**src/rtl/fifo_native2stream_prefetch.sv**
```systemverilog
`default_nettype none
// ============================================================================
//  Module      : fifo_native2stream_prefetch
//  Description : Prefetching bridge from a native FIFO read port (rd_en/dout
//                with fixed read latency) to an AXI-Stream style source port.
//                Reads are issued only when the buffer is guaranteed to have
//                room for every in-flight word, so the sink's tready never
//                reaches rd_en combinationally.
//  Revision    : 1.0 - initial release
// ============================================================================
module fifo_native2stream_prefetch #(
    parameter int DATA_WIDTH   = 256,
    parameter int READ_LATENCY = 1,
    parameter int BUF_DEPTH    = 4
) (
    input  logic                           clk,
    input  logic                           rst_n,
    input  logic                           empty,
    output logic                           rd_en,
    input  logic [DATA_WIDTH-1:0]          dout,
    input  logic                           s_axis_tready,
    output logic                           s_axis_tvalid,
    output logic [DATA_WIDTH-1:0]          s_axis_tdata,
    output logic [$clog2(BUF_DEPTH+1)-1:0] buf_level
);

    localparam int c_PTR_W = $clog2(BUF_DEPTH);
    localparam int c_CNT_W = $clog2(BUF_DEPTH + 1);
    // One extra bit so occupancy + inflight can never wrap in the compare.
    localparam int c_SUM_W = c_CNT_W + 1;

    logic [DATA_WIDTH-1:0]   r_mem [BUF_DEPTH];
    logic [c_PTR_W-1:0]      r_wr_ptr;
    logic [c_PTR_W-1:0]      r_rd_ptr;
    logic [c_CNT_W-1:0]      r_count;
    logic [READ_LATENCY-1:0] r_sr;

    logic [c_SUM_W-1:0]      w_inflight;
    logic                    w_rd_en;
    logic                    w_wr;
    logic                    w_pop;

    // Count the outstanding reads: one set stage per word still in the FIFO pipeline.
    always_comb begin
        w_inflight = '0;
        for (int i = 0; i < READ_LATENCY; i++) begin
            w_inflight = w_inflight + c_SUM_W'(r_sr[i]);
        end
    end

    // A read is issued only if the word is guaranteed a free slot on arrival.
    // rst_n gates the strobe so no read can be lost while state is held clear.
    assign w_rd_en = rst_n && !empty &&
                     ((c_SUM_W'(r_count) + w_inflight) < c_SUM_W'(BUF_DEPTH));

    // The last shift stage marks the cycle in which dout carries the read word.
    assign w_wr  = r_sr[READ_LATENCY-1];
    assign w_pop = (r_count != '0) && s_axis_tready;

    generate
        if (READ_LATENCY == 1) begin : g_sr_single
            // Single-stage read tracker.
            always_ff @(posedge clk or negedge rst_n) begin
                if (!rst_n) begin
                    r_sr <= '0;
                end else begin
                    r_sr <= w_rd_en;
                end
            end
        end else begin : g_sr_multi
            // Multi-stage read tracker: shifts each read towards its dout cycle.
            always_ff @(posedge clk or negedge rst_n) begin
                if (!rst_n) begin
                    r_sr <= '0;
                end else begin
                    r_sr <= {r_sr[READ_LATENCY-2:0], w_rd_en};
                end
            end
        end
    endgenerate

    // Buffer storage; cleared on reset so no discarded word can resurface.
    always_ff @(posedge clk or negedge rst_n) begin
        if (!rst_n) begin
            for (int i = 0; i < BUF_DEPTH; i++) begin
                r_mem[i] <= '0;
            end
        end else if (w_wr) begin
            r_mem[r_wr_ptr] <= dout;
        end
    end

    // Pointers wrap naturally because BUF_DEPTH is a power of two.
    always_ff @(posedge clk or negedge rst_n) begin
        if (!rst_n) begin
            r_wr_ptr <= '0;
            r_rd_ptr <= '0;
        end else begin
            if (w_wr) begin
                r_wr_ptr <= r_wr_ptr + c_PTR_W'(1);
            end
            if (w_pop) begin
                r_rd_ptr <= r_rd_ptr + c_PTR_W'(1);
            end
        end
    end

    // Occupancy: a simultaneous write and pop leaves it unchanged.
    always_ff @(posedge clk or negedge rst_n) begin
        if (!rst_n) begin
            r_count <= '0;
        end else begin
            case ({w_wr, w_pop})
                2'b10:   r_count <= r_count + c_CNT_W'(1);
                2'b01:   r_count <= r_count - c_CNT_W'(1);
                default: r_count <= r_count;
            endcase
        end
    end

    assign rd_en         = w_rd_en;
    assign s_axis_tvalid = (r_count != '0);
    assign s_axis_tdata  = r_mem[r_rd_ptr];
    assign buf_level     = r_count;

endmodule
`default_nettype wire

```
**config.mk**
```make
export PLATFORM = sky130hd
export DESIGN_NAME = fifo_native2stream_prefetch
export DESIGN_NICKNAME = d
export VERILOG_FILES = /design/src/rtl/fifo_native2stream_prefetch.sv
export SDC_FILE = /design/constraint.sdc
export NUM_CORES = 1
export LEC_CHECK = 0
export ABC_AREA = 1
export CAP_MARGIN = 20
export CORE_AREA = 10 10 353 355
export DETAILED_ROUTE_END_ITERATION = 8
export DIE_AREA = 0 0 363 365
export REMOVE_ABC_BUFFERS = 1
export SETUP_SLACK_MARGIN = 0.4
export SLEW_MARGIN = 20
export SYNTH_ARGS = -nofsm -noshare
export SYNTH_HDL_FRONTEND = slang
export SYNTH_SLANG_ARGS = --single-unit
export TNS_END_PERCENT = 5
```
**constraint.sdc**
```tcl
create_clock -name clk -period 3.8 [get_ports clk]
set_clock_uncertainty 0.05 [all_clocks]
set_input_delay 0.76 -clock clk [delete_from_list [all_inputs] [get_ports clk]]
set_output_delay 0.76 -clock clk [all_outputs]
set_load 0.05 [all_outputs]
```
Yosys cells after proc, flatten, opt, wreduce, memory -nomap -nowiden --
Cells that the tools add are included.
Word-level totals: bits in registers 1032, bits of input ports 260, output and inout bits 261, logic and storage cells 35
Cells by class: add/subtract/negate cells 5, magnitude comparators 4, eq/ne operators 2, muxes and demuxes 7, bitwise logic cells 2, reduce and logical (&&, ||, !) cells 7
Operator list (number):
- $bwmux 1024 | 1
- $mux 256 | 3
- $bmux 256 s2 | 1
- $demux 256 s2 | 1
- $ge 3x3->1 const B | 2
- $not 2->3 | 2
- $pmux 3 s2 | 1
- $add 2x1->2 const B | 2
- $add 3x1->4 | 1
- $logic_and 1x1->1 | 4
- $lt 4x3->1 const B | 1
- $add 3x1->3 const B | 1
- $lt 3x1->1 const B | 1
- $reduce_bool 3->1 | 1
- $sub 3x1->3 const B | 1
- $eq 2x1->1 const B | 1
- $eq 2x2->1 const B | 1
- $reduce_bool 2->1 | 1
- $logic_not 1->1 | 1

Longest topological paths before layout --
Gate-level depths: netlist of the first run.
word-level depth 6, gate-level depth with buffers 12, gate-level depth less buffers 12

Worst setup path before layout of the first run --
OpenSTA, ideal clock, no wires.
path kind input port to output port, start point input port empty, end point output port rd_en, arrival time 1.738 ns, data required time 2.990 ns, setup slack 1.252 ns, stages on the path 3, path buffers 0, cells stage by stage nor2_1 nand2_1 a31oi_1
Between the ends: cells in the longest elaborated chain, start to end 3
Ends and longest elaborated chain:
- start, declared | RTL line 18 | input logic empty,
- $logic_not 1->1 | RTL line 53 | assign w_rd_en = rst_n && !empty &&
- $logic_and 1x1->1 (2 in a row) | RTL line 53
- end, declared | RTL line 19 | output logic rd_en,
Every way passes these cells.

Worst setup path in the final report of the first run --
start point register r_rd_ptr[1], end point output port s_axis_tdata[107]
Between the ends: cells in the longest elaborated chain, start to end 4
Ends and longest elaborated chain:
- start, declared | RTL line 34 | logic [c_PTR_W-1:0] r_rd_ptr;
- start signal, assigned | RTL line 103 | r_rd_ptr <= r_rd_ptr + c_PTR_W'(1);
- $not 2->3 (implied by the code) | RTL line 123 | assign s_axis_tdata = r_mem[r_rd_ptr];
- $bmux 256 s2 | RTL line 123
- $mux 256 (implied by the code) (2 in a row) | RTL line 123
- end, declared | RTL line 23 | output logic [DATA_WIDTH-1:0] s_axis_tdata,
Every way passes these cells. The select of a mux whose other input is x is not followed.

==> results of run 1 <==
==> sequential cells by signal, indices dropped and copies added, names as in the netlist <==
| name | cells |
|---|---|
| r_sr | 1 |
| r_rd_ptr | 2 |
| r_mem | 1024 |
| buf_level | 3 |
| r_wr_ptr | 2 |
==> final cells by class <==
type / instances / area, sq um
flip-flops and latches: 1032 / 25830
diodes: 3 / 7.507
fillers: 11269 / 59780
well taps: 1536 / 1922
clock inverters: 36 / 350.3
repair buffers: 601 / 7315
inverters: 780 / 2967
multi-input cells: 3364 / 16030
clock buffers: 165 / 3231
repair inverters: 2 / 17.52
==> cell usage after synthesis, drive strengths merged <==
library cell,instances
dfrtp,1032
xnor2,1
xor2,1
o211ai,512
nand3,4
buf,263
nand2,1811
clkbuf,132
inv,780
fa,1
nand4,1
a31oi,1
ha,5
nor2,1
o21ai,1026
==> metrics by stage <==
stage          setup WS (ps)  hold slack, ps  std cells  power (mW)
6_report               352.7           152.9       7519       64.25
5_1_grt                265.1           144.3       7518       68.77
3_5_place_dp           810.0           422.3       7305       53.62
2_1_floorplan          -6261           403.0       5176       38.32
3_3_place_gp           842.2           414.8       7305       53.11
4_1_cts                199.3           108.4       7511       64.76
==> what timing repair did <==
action	in CTS	in global routing
endpoints found under the setup margin	232	138
setup buffers	2	2
pin swaps	1	0
cloned	3	3
gates resized for setup	16	7
==> cells by family after synthesis <==
| logic type | synth area share |
|---|---|
| AO/OA/AOI/OAI | 0.1940 |
| XOR/XNOR | 0.0003761 |
| adder cells (fa/ha/maj) | 0.001773 |
| buffers and inverters | 0.1027 |
| flip-flops | 0.5544 |
| AND/OR/NAND/NOR | 0.1468 |
==> routing by layer <==
layer  up-vias  track usage  routed length [microns]
met2       800       0.3073                    60460
met5         -            0                       42
met3       171      0.03662                     6584
met4         6      0.05485                     3466
met1     17784       0.2603                    58850
li1      18480            -                        -
==> final timing paths <==
kind | slack, ps | startpoint | end
max in group asynchronous | 2290 | rst_n | r_mem[247]
min reg2reg | 430 | r_mem[304] | r_mem[304]
min in group clk | 370 | rst_n | r_sr
max | 350 | r_rd_ptr[1] | s_axis_tdata[107]
max reg2reg | 1220 | r_sr | r_mem[121]
min | 150 | rst_n | r_mem[4]
==> report_power, final <==
group	internal [mW]	total (mW)	switching [mW]
registers	16.6	19.5	2.92
clock network	6.14	10.6	4.50
logic	12.5	34.1	21.6
==> run_results.csv, run 1 <==
group,metric,value,unit
pwr,powerDensity,1114,nW/um^2
pwr,ir_worst_vdd,0.8574,mV
grt,grt_usage,0.1906,
routing,drc,0,
synthesis,synthDistinctLibCells,20,
run_status,status,"complete, no violations",
clock_tree,numCtsBuffers,111,
worst_setup_path,slowest_delay,850,ps
routing,vias_per_cell,4.953,
worst_setup_path,cp.depth,4,
synthesis,ys_top_cells_by_area,"dfrtp_1 (55%), nand2_1 (15%), o21ai_0 (11%), o211ai_1 (8.1%), inv_1 (6.3%)",
synthesis,syn_inst,5571,
routing,drt_iter0_drc,3143,
synthesis,syn_avg_cell_area,8.361,sq um
synthesis,yosysSeqAreaShare,0.5544,
clock_tree,clockBufferDepth,3,
clock_tree,path_clk_slew,60,ps
final_layout,final_common_cell,"nand2_1",
clock_tree,cts_tree,"built",
timing,fmax,0.2901,GHz
timing,slew_viol_final,0,
routing,drt_wl_total,129.4,mm
floorplan,die_x,363,microns
worst_setup_path,arrival,2640,ps
worst_setup_path,end_kind,"primary output",
timing,period_minus_slack,3447,ps
floorplan,die_area,132500,sq um
clock_tree,cts_root_buf,"clkbuf_16",
routing,wl_per_cell,17.21,microns
timing,tns,0,ps
worst_setup_path,path_class,"flip-flop to primary output",
placement,placed_area,53810,sq um
timing,rsz0062_at_grt,"true",
clock_tree,htree_levels,3,
final_layout,drive_above_1_share,0.08829,
worst_setup_path,path_max_fanout,36,
final_layout,syn2layout_area_growth,23.80,%
pwr,cellLeakagePower,29.29,nW
worst_setup_path,critPathLaunchType,"flip-flop",
timing,final_hold_viol_count,0,
clock_tree,hold_buffers,0,
grt,antenna_found_initial,7,
synthesis,yosys_register_bits,1032,
worst_setup_path,slowest_stage,"clkdlybuf4s50_1",
clock_tree,clkSinkCount,1032,
grt,grt_pass1_wl,204.8,mm
routing,drtAntennaViolNets,0,
worst_setup_path,required,2990,ps
flow_run,drv_cap,0,
floorplan,coreArea,117500,sq um
final_layout,fin_nets,6158,
synthesis,synth.top_cell.area_share,0.5544,
routing,first_pass_iters,5,
floorplan,ios,521,
synthesis,netlist_area,46580,sq um
grt,grt_max_degree,217,
final_layout,layout_common_cells,"nand2_1 (1807), dfrtp_1 (1030), o21ai_0 (1026)",
grt,grt-ovfl-total,0,
synthesis,ys_warn_count,0,
timing,tightest_slew,1079,ps
final_layout,final_area,57670,sq um
floorplan,die-height,365,microns
placement,port_buffers,520,
floorplan,num_rows,126,
placement,hpwl,80.07,mm
placement,gp_congestion,0.7635,
timing,post-route-period-util,0.9072,
floorplan,initial_core_util,0.3966,
worst_setup_path,path_buf_inv,2,
timing,setup_violations,0,
timing,slew_headroom,0.2808,
synthesis,synth_top_area_cell,"dfrtp_1",
worst_setup_path,r2r_cells,3,
hold_path,hp-class,"input port to asynchronous set/reset pin",
grt,grt_pass1_vias,35537,
worst_setup_path,cp_top_family,"buffers and inverters",
worst_setup_path,cp_cell_sequence,"inv_12, o211ai_1, nand2_1, clkdlybuf4s50_1",
routing,dr_total_vias,37241,
clock_tree,worstSkewPairLatency,700,ps
final_layout,fin_util,0.4910,
(Power assumes the default switching activity.)
==> run 2: changes to the inputs <==
--- a/config.mk
+++ b/config.mk
@@ -8,6 +8,7 @@
 export ABC_AREA = 1
 export CAP_MARGIN = 20
 export CORE_AREA = 10 10 353 355
+export CTS_BUF_LIST = sky130_fd_sc_hd__clkbuf_16
 export DETAILED_ROUTE_END_ITERATION = 8
 export DIE_AREA = 0 0 363 365
 export REMOVE_ABC_BUFFERS = 1
==> run 2 against run 1 <==
  * Sequential power about the same
  * Core utilization decreased by 0.21 points
  * Via count about the same
  * Critical path type unchanged
==> run_results.csv, run 2 (synthesis gave the netlist of run 1 again) <==
group,metric,value,unit
routing,first_pass_iters,6,
clock_tree,hold_buffers,0,
clock_tree,cts_tree,"built",
final_layout,largest_register_ffs,1024,
final_layout,top_register,"r_mem",
clock_tree,cts_root_buf,"clkbuf_16",
worst_setup_path,path_buf_inv,2,
routing,drtAntennaViolNets,0,
pwr,switching_power,29.03,mW
placement,port_buffers,520,
worst_setup_path,end_kind,"primary output",
final_layout,layout_common_cells,"nand2_1 (1807), dfrtp_1 (1030), o21ai_0 (1026)",
grt,antenna_found_initial,7,
worst_setup_path,slowest_delay,850,ps
routing,vias_per_cell,4.951,
worst_setup_path,path_class,"flip-flop to primary output",
timing,final.setup.worst_slack,343.3,ps
floorplan,die_area,132500,sq um
timing,slew_headroom,0.2836,
routing,drt_wl_total,129.4,mm
worst_setup_path,cp_top_family,"buffers and inverters",
grt,grt_pass1_wl,204.8,mm
pwr,pwr-share-seq,0.307,
worst_setup_path,rrSetupSlack,1240,ps
worst_setup_path,required,2990,ps
timing,final_hold_viol_count,0,
pwr,internal-power,34.64,mW
grt,grt_max_degree,217,
grt,grt-ovfl-total,0,
hold_path,hp-class,"input port to asynchronous set/reset pin",
pwr,switching_share,0.4559,
worst_setup_path,slowest_stage,"clkdlybuf4s50_1",
placement,placed_area,53810,sq um
final_layout,fillers,11318,
final_layout,syn2layout_area_growth,23.28,%
worst_setup_path,r2r_cells,5,
floorplan,coreArea,117500,sq um
floorplan,num_rows,126,
clock_tree,numCtsBuffers,111,
clock_tree,path_clk_slew,60,ps
placement,place_ws,810.0,ps
timing,setup_violations,0,
routing,drc,0,
floorplan,die_x,363,microns
placement,hpwl,80.07,mm
final_layout,fin_nets,6159,
pwr,powerDensity,1109,nW/um^2
final_layout,drive_above_1_share,0.08427,
timing,period_minus_slack,3457,ps
grt,grt_usage,0.1907,
routing,wl_per_cell,17.21,microns
floorplan,ios,521,
pwr,ir_worst_vdd,0.8577,mV
worst_setup_path,cp_cell_sequence,"inv_12, o211ai_1, nand2_1, clkdlybuf4s50_1",
grt,grt_pass1_vias,35531,
timing,whs,153.0,ps
worst_setup_path,timing.rr.start,"r_sr",
final_layout,final_area,57420,sq um
worst_setup_path,arrival,2650,ps
timing,post-route-period-util,0.9097,
run_status,status,"complete, no violations",
pwr,p_comb_frac,0.536,
final_layout,final_common_cell,"nand2_1",
timing,fmax,0.2893,GHz
floorplan,die-height,365,microns
clock_tree,clockBufferDepth,3,
timing,rsz0062_at_grt,"true",
clock_tree,htree_levels,3,
pwr,clkPwrFrac,0.158,
routing,drt_iter0_drc,3132,
floorplan,initial_core_util,0.3966,
worst_setup_path,path_max_fanout,36,
worst_setup_path,critPathLaunchType,"flip-flop",
clock_tree,worstSkewPairLatency,700,ps
placement,gp_congestion,0.7635,
routing,dr_total_vias,37229,
flow_run,drv_cap,0,
timing,tightest_slew,1075,ps
worst_setup_path,r2r-end,"r_mem[80]",
pwr,cellLeakagePower,29.27,nW
timing,slew_viol_final,0,
clock_tree,clkSinkCount,1032,
## run 2: power by group through the flow
stage / Sequential [mW] / Combinational (mW) / Clock, mW
finish: 19.5 / 34.1 / 10.0
global route: 20.2 / 37.2 / 10.7
CTS: 19.5 / 34.4 / 10.3
detailed placement: 19.6 / 34.0 / 0
global placement: 19.4 / 33.7 / 0
floorplan: 19.3 / 19.0 / 0
## run 2: worst max-delay path by stage
stage | startpoint | endpoint | slack [ps] | cells after the start
after floorplan | r_rd_ptr[0] | s_axis_tdata[56] | -6260 | 4
after global placement | r_rd_ptr[0] | s_axis_tdata[198] | 840 | 6
after detailed placement | r_rd_ptr[0] | s_axis_tdata[159] | 810 | 6
after CTS | r_rd_ptr[1] | s_axis_tdata[228] | 200 | 5
after global routing | r_rd_ptr[1] | s_axis_tdata[107] | 250 | 4
final | r_rd_ptr[1] | s_axis_tdata[107] | 340 | 4
## run 2: area by class of cell
| cell class | instances | area [sq um] | area share |
|---|---|---|---|
| Inverter | 780 | 2967 | 0.05166 |
| Antenna cell | 3 | 7.507 | 0.0001307 |
| Tap cell | 1536 | 1922 | 0.03347 |
| Clock inverter | 90 | 553.0 | 0.009631 |
| Multi-Input combinational cell | 3364 | 16030 | 0.2791 |
| Timing Repair Buffer | 602 | 7322 | 0.1275 |
| Clock buffer | 111 | 2778 | 0.04837 |
| Sequential cell | 1032 | 25830 | 0.4498 |
| Timing Repair inverter | 2 | 17.52 | 0.0003050 |
## run 2: per-stage QoR
| stage | setup TNS (ps) | power [mW] | instances | utilization |
|---|---|---|---|---|
| floorplan | -2708340 | 38.32 | 5176 | - |
| global placement | 0 | 53.11 | 7305 | 0.4581 |
| detailed placement | 0 | 53.62 | 7305 | 0.4581 |
| CTS | 0 | 64.17 | 7511 | 0.4877 |
| global route | 0 | 68.17 | 7519 | 0.4889 |
| finish | 0 | 63.67 | 7520 | 0.4889 |
## run 2: per-layer routing
metal	global-route usage	wire, microns
met2	0.3085	60620
met1	0.2599	58660
met3	0.03706	6930
met4	0.05309	3178
met5	0	42
## run 2: what timing repair did
action / 4_1_cts / 5_1_grt
setup buffers: 2 / 3
setup endpoints to repair: 232 / 143
pin swaps: 1 / 0
hold endpoints to repair: 0 / 0
cloned: 3 / 3
gates resized for setup: 16 / 7
## run 2: worst register-to-register path: cells and delay by family (launching register included)
family	cells	cell delay (ps)
buffers and inverters	2	900
DFF	1	850
and+or+nand+nor	2	530
AOI/OAI and AO/OA	1	80
